==> src/rtl/block_dispatcher.sv <==
// block_dispatcher: splits a kernel's thread count into blocks and hands them to idle compute cores
module block_dispatcher #(
    parameter int NUM_CORES = 2,
    parameter int THREADS_PER_BLOCK = 4,
    parameter int TW = $clog2(THREADS_PER_BLOCK) + 1
) (
    input  logic                    clk,
    input  logic                    reset,
    input  logic                    start,
    input  logic [7:0]              thread_count,
    input  logic [NUM_CORES-1:0]    core_done,
    output logic [NUM_CORES-1:0]    core_start,
    output logic [NUM_CORES-1:0]    core_reset,
    output logic [NUM_CORES*8-1:0]  core_block_id,
    output logic [NUM_CORES*TW-1:0] core_thread_count,
    output logic                    done
);
    localparam int SH = $clog2(THREADS_PER_BLOCK);
    localparam logic [8:0] TPB9 = 9'(THREADS_PER_BLOCK);
    typedef enum logic [1:0] {IDLE, RUN, DONE} state_t;
    state_t state, state_nx;
    logic [7:0] tc_q, total, dispatched, completed, disp_nx, comp_nx;
    logic [8:0] round_up;
    logic [NUM_CORES-1:0] assign_en, finish_en;
    logic [7:0] blk_id [NUM_CORES];
    logic [TW-1:0] blk_thr [NUM_CORES];
    logic [8:0] remain [NUM_CORES];
    // nine bits so that 255 + (TPB-1) cannot wrap before the divide
    assign round_up = {1'b0, thread_count} + TPB9 - 9'd1;
    assign done = state == DONE;
    always_ff @(posedge clk or posedge reset) begin
        if (reset) state <= IDLE;
        else state <= state_nx;
    end
    always_comb begin
        state_nx = state;
        case (state)
            IDLE: if (start) state_nx = (thread_count != 8'd0) ? RUN : DONE;
            RUN: if (completed == total) state_nx = DONE;
            DONE: if (!start) state_nx = IDLE;
            default: state_nx = IDLE;
        endcase
    end
    // ascending scan: each idle core claims the next block id in turn
    always_comb begin
        disp_nx = dispatched;
        comp_nx = completed;
        assign_en = '0;
        finish_en = '0;
        for (int i = 0; i < NUM_CORES; i++) begin
            blk_id[i] = disp_nx;
            remain[i] = {1'b0, tc_q} - ({1'b0, disp_nx} << SH);
            blk_thr[i] = (remain[i] >= TPB9) ? TW'(THREADS_PER_BLOCK) : remain[i][TW-1:0];
            assign_en[i] = state == RUN && core_reset[i] && disp_nx < total;
            finish_en[i] = state == RUN && core_start[i] && core_done[i];
            disp_nx = disp_nx + 8'(assign_en[i]);
            comp_nx = comp_nx + 8'(finish_en[i]);
        end
    end
    always_ff @(posedge clk or posedge reset) begin
        if (reset) begin
            tc_q <= '0;
            total <= '0;
            dispatched <= '0;
            completed <= '0;
            core_start <= '0;
            core_reset <= '1;
            core_block_id <= '0;
            core_thread_count <= '0;
        end else begin
            dispatched <= disp_nx;
            completed <= comp_nx;
            if (state == IDLE && start) begin
                tc_q <= thread_count;
                total <= 8'(round_up >> SH);
                dispatched <= '0;
                completed <= '0;
            end
            for (int i = 0; i < NUM_CORES; i++) begin
                if (assign_en[i]) begin
                    core_block_id[8*i +: 8] <= blk_id[i];
                    core_thread_count[TW*i +: TW] <= blk_thr[i];
                    core_reset[i] <= 1'b0;
                    core_start[i] <= 1'b1;
                end else if (finish_en[i] || state != RUN) begin
                    core_start[i] <= 1'b0;
                    core_reset[i] <= 1'b1;
                end
            end
        end
    end
endmodule

==> config.mk <==
export PLATFORM = sky130hd
export DESIGN_NAME = block_dispatcher
export DESIGN_NICKNAME = d
export VERILOG_FILES = /design/src/rtl/block_dispatcher.sv
export SDC_FILE = /design/constraint.sdc
export NUM_CORES = 1
export LEC_CHECK = 0
export ABC_CLOCK_PERIOD_IN_PS = 6310
export BUFFER_PORTS_ARGS = -buffer_cell sky130_fd_sc_hd__buf_2
export CAP_MARGIN = 30
export CORE_MARGIN = 3
export CORE_UTILIZATION = 35
export DETAILED_ROUTE_END_ITERATION = 8
export GPL_ROUTABILITY_DRIVEN = 0
export GPL_TIMING_DRIVEN = 0
export PLACE_DENSITY = 0.63
export SETUP_SLACK_MARGIN = 0.4
export SLEW_MARGIN = 0
export SYNTH_ARGS = -nofsm -noshare
export SYNTH_HDL_FRONTEND = slang
export SYNTH_SLANG_ARGS = --single-unit
==> constraint.sdc <==
create_clock -name clk -period 6.31 [get_ports clk]
set_clock_uncertainty 0.2 [all_clocks]
set_input_delay 1.5775 -clock clk [delete_from_list [all_inputs] [get_ports clk]]
set_output_delay 1.5775 -clock clk [all_outputs]
set_load 0.05 [all_outputs]
==> results_dict.tcl, run 1 <==
set metrics [dict create \
    ant_nets 0 \
    placed_area_mm2 0.00392 \
    rr_worst_depth 26 \
    start_util_pct 36.0 \
    cts.sinks 59 \
    drt_first_iter_violations 165 \
    layout_commonest_cell "dfrtp_1" \
    grt-busiest-layer "met2" \
    whs_ps 272 \
    io_buffer_count 39 \
    grt_overflow 0 \
    place_hpwl_um 6430 \
    max_stage_delay_ps 400 \
    sw_frac_of_total_pct 47.1 \
    finalMaxSlewViolations 0 \
    rows 36 \
    status "finished clean" \
    clk_pin_slew_ps 70 \
    postSynth.asyncResetShare_pct 100 \
    synth.distinct_cells 57 \
    fp.dieH_um 107 \
    grtUsageMet3_pct 3.76 \
    synth_warnings 0 \
    ys_dominant_reg_cell "dfrtp_1" \
    syn_nets 396 \
    final_nets 452 \
    htree_num_levels 3 \
    power_frac_seq_pct 28.5 \
    num_vias 2773 \
    p_switching_uw 1090 \
    fill_cells 993 \
    grtUsageMet2_pct 25.0 \
    synthCells 357 \
    setup_viol 0 \
    tightest_slew_ps 676 \
    first_global_vias 2690 \
    yosysSeqAreaShare_pct 41.8 \
    cpMaxStageDelayCell "dfrtp_1" \
    synth_edf_count 0 \
    crit_path_start_kind "flop" \
    synth-seq-cells 59 \
    hp-class "reg -> reg" \
    final_cell_area_mm2 0.00416 \
    cts-root-buf "clkbuf_8" \
    slew_headroom_pct 54.9 \
    critPathCaptureType "flop" \
    grt_use_met1_pct 19.8 \
    vdd_drop_max_mv 0.212 \
    num_antenna_cells 0 \
    maxCapViolCount 0 \
    grtUsageTotal_pct 15.5 \
    syn_area_mm2 0.00354 \
    internal-power_uw 1230 \
    coreArea_mm2 0.00982 \
    whs_path_depth 2 \
    avgSynthCellArea_um2 9.90 \
    path_common_cell "ha_1" \
    viasPerCell 5.03 \
    rsz0062_at_grt "no" \
    power_frac_clock_pct 13.4 \
    cts_tree "built" \
    clk_latency_ps 350 \
    cts_buffers 9 \
    period_share_pct 89.4 \
    ctsHoldBuffers 0 \
    power-per-cell-area_mw_per_mm2 559 \
    power_frac_comb_pct 58.1 \
    crit_required_ps 6320 \
    fmax_mhz 177 \
    grt_max_degree 31 \
    p_leak_uw 0.00197 \
    post-route-min-period_ps 5640 \
    antenna_found_initial 0 \
    final_cell_mix "56 x dfrtp_1, 40 x buf_2, 31 x nand2_1" \
    cp_max_fo 10 \
    clockBufferDepth 2 \
    wire_per_inst_um 15.2 \
    fin_tns_setup_ps 0 \
    grt_pass1_wl_um 13600 \
    ios 40 \
    hold_viol_final 0 \
    die_w_um 107 \
    drcViolationCount 0 \
    dieArea_mm2 0.0113 \
    cp.arrival_ps 5650 \
    first_pass_iters 4 \
    wl_um 8380 \
    final_layout_size_suffix_gt1_share_pct 23.4 \
    worstSetupPathType "reg -> reg" \
    area_growth_pct 17.7 \
]
## Yosys cell counts (2+ instances only)
library cell   n  area [µm²]
a211oi_1       2        15.0
xnor2_2        3        48.8
nor3b_1        3        22.5
nand2b_1       5        31.3
nor4_1         5        31.3
fa_1           3        60.1
o21ai_0       20         100
a21o_1         4        30.0
a21boi_0       2        15.0
o21a_1         2        15.0
clkbuf_1       4        15.0
xnor2_1       17         149
or2_2          2        12.5
dfstp_2        2        52.6
and3_4         2        22.5
buf_2          2        10.0
nor3_1         4        20.0
inv_1         31         116
xor2_1        20         175
dfrtp_1       57        1430
nor2_1        26        97.6
mux2_2        11         124
o21ai_1        2        10.0
a22o_1         3        26.3
clkbuf_8       2        27.5
o22ai_1        5        31.3
ha_1          23         288
and2_1         2        12.5
a21oi_1        9        45.0
nand2_1       31         116
and3_1         6        37.5
o31ai_1        3        22.5
nor2b_1       10        62.6
nand3_1       11        55.1
## critical path: cells and delay by family, from the launching register on
family                     cells  cell delay, ps
DFF                            1             400
adders and majority gates      6            1350
xor gates and xnor gates       2             370
buffers and inverters          5             730
AOI/OAI and AO/OA              8            1720
and+or+nand+nor                5             700
## per-stage QoR
| stage | util (%) | instances | setup WS [ps] | total power [µW] |
|---|---|---|---|---|
| CTS | 41.7 | 546 | 431 | 2290 |
| global placement | 39.7 | 529 | 414 | 1920 |
| detailed placement | 39.9 | 530 | 340 | 1960 |
| floorplan | - | 357 | 1270 | 1650 |
| finish | 42.4 | 551 | 672 | 2330 |
| global route | 42.4 | 551 | 399 | 2520 |
## final cells by class
type / instances / area (µm²) / share of cell area [%]
inverters: 32 / 120 / 2.89
clock buffers: 9 / 124 / 2.98
clock inverters: 7 / 52.6 / 1.26
flip-flops and latches: 59 / 1480 / 35.6
well taps: 133 / 166 / 4.00
repair buffers: 45 / 253 / 6.07
plain buffers: 9 / 70.1 / 1.68
multi-input cells: 257 / 1900 / 45.6
## cell families (layout without fill, tap and decap cells)
kind of cell             Yosys count  in the layout  share of synthesized area (%)
buffers and inverters             41            102                           5.20
AND/OR/NAND/NOR                  114            114                           16.5
multiplexers                      12             12                           3.93
AO/OA/AOI/OAI                     64             64                           11.9
adder cells (fa/ha/maj)           27             27                           10.2
flip-flops                        59             59                           41.8
XOR/XNOR                          40             40                           10.5
## power groups by stage
| stage | Clock, µW | Sequential, µW | Combinational (µW) |
|---|---|---|---|
| after global placement | 0 | 665 | 1260 |
| after floorplan | 0 | 808 | 843 |
| after detailed placement | 0 | 666 | 1290 |
| after global routing | 342 | 683 | 1490 |
| final | 312 | 663 | 1350 |
| after CTS | 320 | 661 | 1300 |
## final timing paths
kind | start | to | slack, ps
setup / recovery | total[1] | dispatched[6] | 670
hold / removal | core_block_id[8] | core_block_id[8] | 270
setup reg to reg | total[1] | dispatched[6] | 670
hold reg to reg | core_block_id[8] | core_block_id[8] | 270
max in group asynchronous | reset | dispatched[1] | 4180
min in group asynchronous | reset | core_block_id[15] | 1120
## registers in the layout, indices dropped and copies added, names as in the netlist
name               cells
tc_q                   8
core_block_id         16
total                  7
core_start             2
core_thread_count      6
completed              8
state                  2
dispatched             8
core_reset             2
## routing by layer
| metal | routed length (µm) | up-vias |
|---|---|---|
| met5 | 0 | - |
| met4 | 164 | 0 |
| met3 | 395 | 12 |
| met2 | 4020 | 53 |
| met1 | 3800 | 1368 |
| li1 | - | 1340 |
## timing repair
| action | 4_1_cts | 5_1_grt |
|---|---|---|
| endpoints found under the hold margin | 0 | 0 |
| setup buffers | 0 | 5 |
| endpoints found under the setup margin | 2 | 4 |
| resized for setup | 1 | 6 |
| pin swaps | 0 | 1 |
Note: power is estimated with default switching activity, not from simulation.
==> run 2, diff against run 1 <==
--- a/config.mk
+++ b/config.mk
@@ -9,11 +9,12 @@
 export BUFFER_PORTS_ARGS = -buffer_cell sky130_fd_sc_hd__buf_2
 export CAP_MARGIN = 30
 export CORE_MARGIN = 3
-export CORE_UTILIZATION = 35
+export CORE_UTILIZATION = 55
+export CTS_CLUSTER_SIZE = 28
 export DETAILED_ROUTE_END_ITERATION = 8
 export GPL_ROUTABILITY_DRIVEN = 0
 export GPL_TIMING_DRIVEN = 0
-export PLACE_DENSITY = 0.63
+export PLACE_DENSITY = 0.87
 export SETUP_SLACK_MARGIN = 0.4
 export SLEW_MARGIN = 0
 export SYNTH_ARGS = -nofsm -noshare
==> run 2 against run 1 <==
Net effect: non-clock buffer count fell by 3; flip-flop and latch count did not move; critical endpoint is now dispatched[7]; routed wire length barely moved; sequential power barely moved; combinational power barely moved; final cell count fell by 11%; highest routed layer unchanged; die area fell by 35%.
==> results_dict.tcl, run 2 (synthesized netlist as in run 1, its figures left out) <==
set metrics [dict create \
    status "finished clean" \
    maxCapViolCount 0 \
    worstSetupPathType "reg -> reg" \
    cts_buffers 9 \
    first_global_vias 2911 \
    fin_cells 490 \
    drcViolationCount 0 \
    final_cell_mix "56 x dfrtp_1, 40 x buf_2, 31 x nand2_1" \
    viasPerCell 5.83 \
    rsz0062_at_grt "no" \
    regArea_mm2 0.00148 \
    wl_um 8380 \
    num_vias 2858 \
    whs_path_depth 2 \
    wire_per_inst_um 17.1 \
    power-per-cell-area_mw_per_mm2 583 \
    crit_path_start_kind "flop" \
    ios 40 \
    area_growth_pct 15.7 \
    rr_worst_depth 27 \
    p_switching_uw 1120 \
    hold_viol_final 0 \
    slew_headroom_pct 54.0 \
    rows 28 \
    sw_frac_of_total_pct 47.1 \
    largest_reg_flops 16 \
    setup_viol 0 \
    ant_nets 0 \
    fill_cells 474 \
    r2r-start "total[1]" \
    fp.dieH_um 86.2 \
    regMostFlops "core_block_id" \
    antenna_found_initial 0 \
    post-route-min-period_ps 5680 \
    coreArea_mm2 0.00606 \
    fin_total_pwr_uw 2390 \
    die_w_um 86.2 \
    p_leak_uw 0.00196 \
    start_util_pct 58.3 \
    clockBufferDepth 2 \
    clk_latency_ps 360 \
    r2r_end "dispatched[7]" \
    first_pass_iters 5 \
    drt_first_iter_violations 194 \
    grt_max_degree 38 \
    finalMaxSlewViolations 0 \
    cts_tree "built" \
    final_cell_area_mm2 0.00409 \
    cp.arrival_ps 5700 \
    internal-power_uw 1260 \
    utilization_pct 67.5 \
    clk_pin_slew_ps 80 \
    num_antenna_cells 0 \
    place_hpwl_um 6310 \
    grtUsageTotal_pct 24.6 \
    critPathCaptureType "flop" \
    r2r_slack_ps 630 \
    power_frac_comb_pct 57.6 \
    fmax_mhz 176 \
    grt_pass1_wl_um 14000 \
    layout_commonest_cell "dfrtp_1" \
    vdd_drop_max_mv 0.360 \
    final_layout_size_suffix_gt1_share_pct 23.1 \
    ctsHoldBuffers 0 \
    io_buffer_count 39 \
    cts.sinks 59 \
    cp_max_fo 10 \
    crit_required_ps 6330 \
    hp-start "core_block_id[13]" \
    cts-root-buf "clkbuf_8" \
    multiInputGateArea_mm2 0.00190 \
    grt_overflow 0 \
    final_nets 449 \
    htree_num_levels 3 \
    dieArea_mm2 0.00743 \
    placed_area_mm2 0.00384 \
    holdPathEnd "core_block_id[13]" \
    fin_tns_setup_ps 0 \
    dp_cells 472 \
    period_share_pct 90.0 \
    tightest_slew_ps 685 \
    hp-class "reg -> reg" \
    power_frac_clock_pct 14.5 \
    power_frac_seq_pct 27.8 \
]
==> run 2: power groups by stage <==
stage / sequential [µW] / clock, µW / combinational [µW]
3_5_place_dp: 666 / 0 / 1300
3_3_place_gp: 658 / 0 / 1240
2_1_floorplan: 808 / 0 / 843
6_report: 664 / 347 / 1370
4_1_cts: 659 / 352 / 1330
5_1_grt: 684 / 370 / 1500
==> run 2: timing repair <==
item	4_1_cts	5_1_grt
gates resized for setup	2	5
pin swaps	0	1
endpoints found under the setup margin	2	4
buffers inserted	0	2
==> run 2: cell type report <==
class | count | area share (%)
Multi-Input combinational cell | 257 | 46.5
Sequential cell | 59 | 36.2
Timing Repair Buffer | 42 | 5.63
Clock buffer | 9 | 3.03
Inverter | 32 | 2.94
Tap cell | 75 | 2.29
Clock inverter | 7 | 1.87
Buffer | 9 | 1.62
==> run 2: metal layers <==
metal,vias up,global-route usage (%),share of wire (%)
li1,1331,-,-
met1,1374,30.4,41
met3,35,5.23,7.0
met4,0,13.7,4.0
met2,118,40.2,48
met5,-,0,0
==> run 2: through the flow <==
step	hold WS [ps]	worst slack, ps
floorplan	266	1270
global placement	257	623
detailed placement	270	418
CTS	286	452
global route	305	354
finish	282	631
==> run 2: critical path, stage by stage, from the launching register on <==
cell	delay, ps
dfrtp_1	400
inv_1	130
ha_1	240
a21o_1	160
a21o_1	180
a211o_1	330
a21oi_4	190
buf_4	210
ha_2	230
ha_4	170
and3_4	220
xnor2_2	160
inv_1	150
ha_1	310
nand2_1	120
o31ai_1	100
a211oi_2	240
o21ai_0	140
a31o_2	300
clkbuf_8	160
inv_1	120
ha_1	190
and3_1	220
nand3_1	150
o21ai_0	210
nand2_1	90
xor2_1	150
nor2_1	50
==> run 2: worst max-delay path by stage <==
| stage | cells past startpoint | slack [ps] | end | from |
|---|---|---|---|---|
| after global placement | 27 | 620 | dispatched[7] | total[1] |
| after floorplan | 26 | 1270 | dispatched[7] | dispatched[1] |
| final | 27 | 630 | dispatched[7] | total[1] |
| after global routing | 27 | 350 | dispatched[7] | total[1] |
| after detailed placement | 27 | 420 | dispatched[7] | total[1] |
| after CTS | 27 | 450 | dispatched[7] | total[1] |
==> run 3, diff against run 2 <==
--- a/config.mk
+++ b/config.mk
@@ -5,7 +5,7 @@
 export SDC_FILE = /design/constraint.sdc
 export NUM_CORES = 1
 export LEC_CHECK = 0
-export ABC_CLOCK_PERIOD_IN_PS = 6310
+export ABC_CLOCK_PERIOD_IN_PS = 5650
 export BUFFER_PORTS_ARGS = -buffer_cell sky130_fd_sc_hd__buf_2
 export CAP_MARGIN = 30
 export CORE_MARGIN = 3
==> constraint.sdc (replaced) <==
create_clock -name clk -period 5.65 [get_ports clk]
set_clock_uncertainty 0.2 [all_clocks]
set_input_delay 1.4125 -clock clk [delete_from_list [all_inputs] [get_ports clk]]
set_output_delay 1.4125 -clock clk [all_outputs]
set_load 0.05 [all_outputs]
==> run 3 against run 2 <==
Net effect: largest power group unchanged; largest cell class unchanged; flip-flop and latch count unchanged; critical endpoint unchanged; die area stayed put; register-to-register slack worse by 40 ps; global-route usage rose by 0.25 points; hold slack improved by 2.1 ps; the flow now finishes with violations (DRC); total power is 15% higher; via count increased by 2.9%; worst setup slack lost 42 ps; count of clock-buffer cells in the layout is the same; sequential share of layout area down 0.58 points; clock power increased by 12%.
==> results_dict.tcl, run 3 (synthesized netlist as in run 1, its figures left out) <==
set metrics [dict create \
    status "finished, violations left" \
    violations "DRC" \
    finalMaxSlewViolations 0 \
    p_leak_uw 0.00197 \
    crit_family "compound AO/OA/AOI/OAI gates" \
    worstSetupPathType "reg -> reg" \
    drcViolationCount 1 \
    setup_viol 0 \
    r2r_slack_ps 590 \
    ios 40 \
    layout_setup_ws_ps 589 \
    cts_buffers 9 \
    start_util_pct 58.3 \
    hold_viol_final 0 \
    maxCapViolCount 0 \
    wl_um 8780 \
    whs_ps 284 \
    final_nets 452 \
    fill_cells 456 \
    wire_per_inst_um 17.8 \
    slew_headroom_pct 52.3 \
    crit_required_ps 5670 \
    grt_pass1_wl_um 14100 \
    r2r_end "dispatched[7]" \
    rsz0062_at_grt "no" \
    critPathCaptureType "flop" \
    grt_overflow 0 \
    utilization_pct 68.6 \
    crit_path_start_kind "flop" \
    num_antenna_cells 0 \
    vdd_drop_max_mv 0.414 \
    final_cell_mix "56 x dfrtp_1, 40 x buf_2, 30 x nand2_1" \
    cp.arrival_ps 5090 \
    ant_nets 0 \
    largest_reg_flops 16 \
    drt_first_iter_violations 315 \
    rr_worst_depth 27 \
    htree_num_levels 3 \
    dp_cells 472 \
    rows 28 \
    period_share_pct 89.6 \
    fmax_mhz 198 \
    antenna_found_initial 0 \
    critPathBufInv 5 \
    dieArea_mm2 0.00743 \
    clockBufferDepth 2 \
    grt_max_degree 38 \
    regMostFlops "core_block_id" \
    cts.sinks 59 \
    whs_path_depth 2 \
    cts_tree "built" \
    max_stage_delay_ps 370 \
    cpMaxStageDelayCell "dfrtp_1" \
    holdPathEnd "core_block_id[13]" \
    clk_pin_slew_ps 80 \
    place_hpwl_um 6310 \
    grtUsageTotal_pct 24.9 \
    path_common_cell "inv_2" \
    clk_latency_ps 360 \
    fp.dieH_um 86.2 \
    hp-start "core_block_id[13]" \
    first_pass_iters 7 \
    num_vias 2940 \
    r2r-start "total[1]" \
    first_global_vias 2954 \
    final_layout_size_suffix_gt1_share_pct 25.6 \
    coreArea_mm2 0.00606 \
    die_w_um 86.2 \
    post-route-min-period_ps 5060 \
    cts-root-buf "clkbuf_8" \
    preCtsSetupSlack_ps -242 \
    fin_tns_setup_ps 0 \
    fin_cells 493 \
    layout_commonest_cell "dfrtp_1" \
    area_growth_pct 17.6 \
    viasPerCell 5.96 \
    hp-class "reg -> reg" \
    cp_max_fo 10 \
    io_buffer_count 39 \
    power-per-cell-area_mw_per_mm2 661 \
    tightest_slew_ps 710 \
]
==> run 3: power breakdown <==
part | total [µW] | internal, µW | switching, µW | leakage [µW]
logic | 1620 | 669 | 954 | 0.00113
registers | 739 | 579 | 161 | 0.000741
clock network | 388 | 205 | 183 | 0.0000958
total | 2750 | 1450 | 1300 | 0.00197
==> run 3: routing by layer <==
metal	vias up	wire length, µm	GRT usage (%)
met3	37	667	5.42
li1	1341	-	-
met2	154	4300	41.8
met5	-	0	0
met1	1408	3490	29.8
met4	0	319	13.5
==> run 3: area by class of cell <==
cell class                      instances  area [µm²]  share of cell area [%]
Timing Repair Buffer                   45         253                    6.08
Inverter                               32         120                    2.89
Clock inverter                          7        76.3                    1.84
Clock buffer                            9         124                    2.98
Sequential cell                        59        1480                    35.6
Buffer                                  9        70.1                    1.69
Tap cell                               75        93.8                    2.26
Multi-Input combinational cell        257        1940                    46.7
==> run 3: stage by stage <==
step | power [µW] | area [µm²]
6_report | 2750 | 4160
5_1_grt | 2930 | 4160
4_1_cts | 2670 | 4120
3_5_place_dp | 2190 | 3840
3_3_place_gp | 2120 | 3820
2_1_floorplan | 1840 | 3540
==> run 3: worst max path at each step <==
stage                  start             to  slack, ps  depth (start not counted)
3_3_place_gp        total[1]  dispatched[7]        -40                         27
4_1_cts             total[1]  dispatched[7]        430                         27
5_1_grt             total[1]  dispatched[7]        380                         27
3_5_place_dp        total[1]  dispatched[7]       -240                         27
2_1_floorplan  dispatched[1]  dispatched[7]        610                         26
6_report            total[1]  dispatched[7]        590                         27
==> run 3: worst register-to-register path, cell delays in order (launching register included) <==
cell and delay (ps):
dfrtp_1 370, inv_2 60, ha_1 280, a21o_1 160, a21o_1 180, a211o_1 290, a21oi_4 160, buf_6 130
ha_4 150, ha_4 170, and3_4 240, xnor2_4 160, inv_2 90, ha_1 330, nand2_2 110, a21oi_1 60
a211oi_2 240, o21ai_1 110, a31o_2 250, clkbuf_8 160, inv_2 90, ha_2 200, and3_4 210, nand3_2 120
o21ai_2 160, nand2_1 80, xor2_1 150, nor2_1 50
==> run 3: what timing repair did <==
item                       4_1_cts  5_1_grt
pin swaps                        2        7
hold buffers                     0        0
setup endpoints to repair        8        4
resized for setup               13        7
setup buffers                    4        1
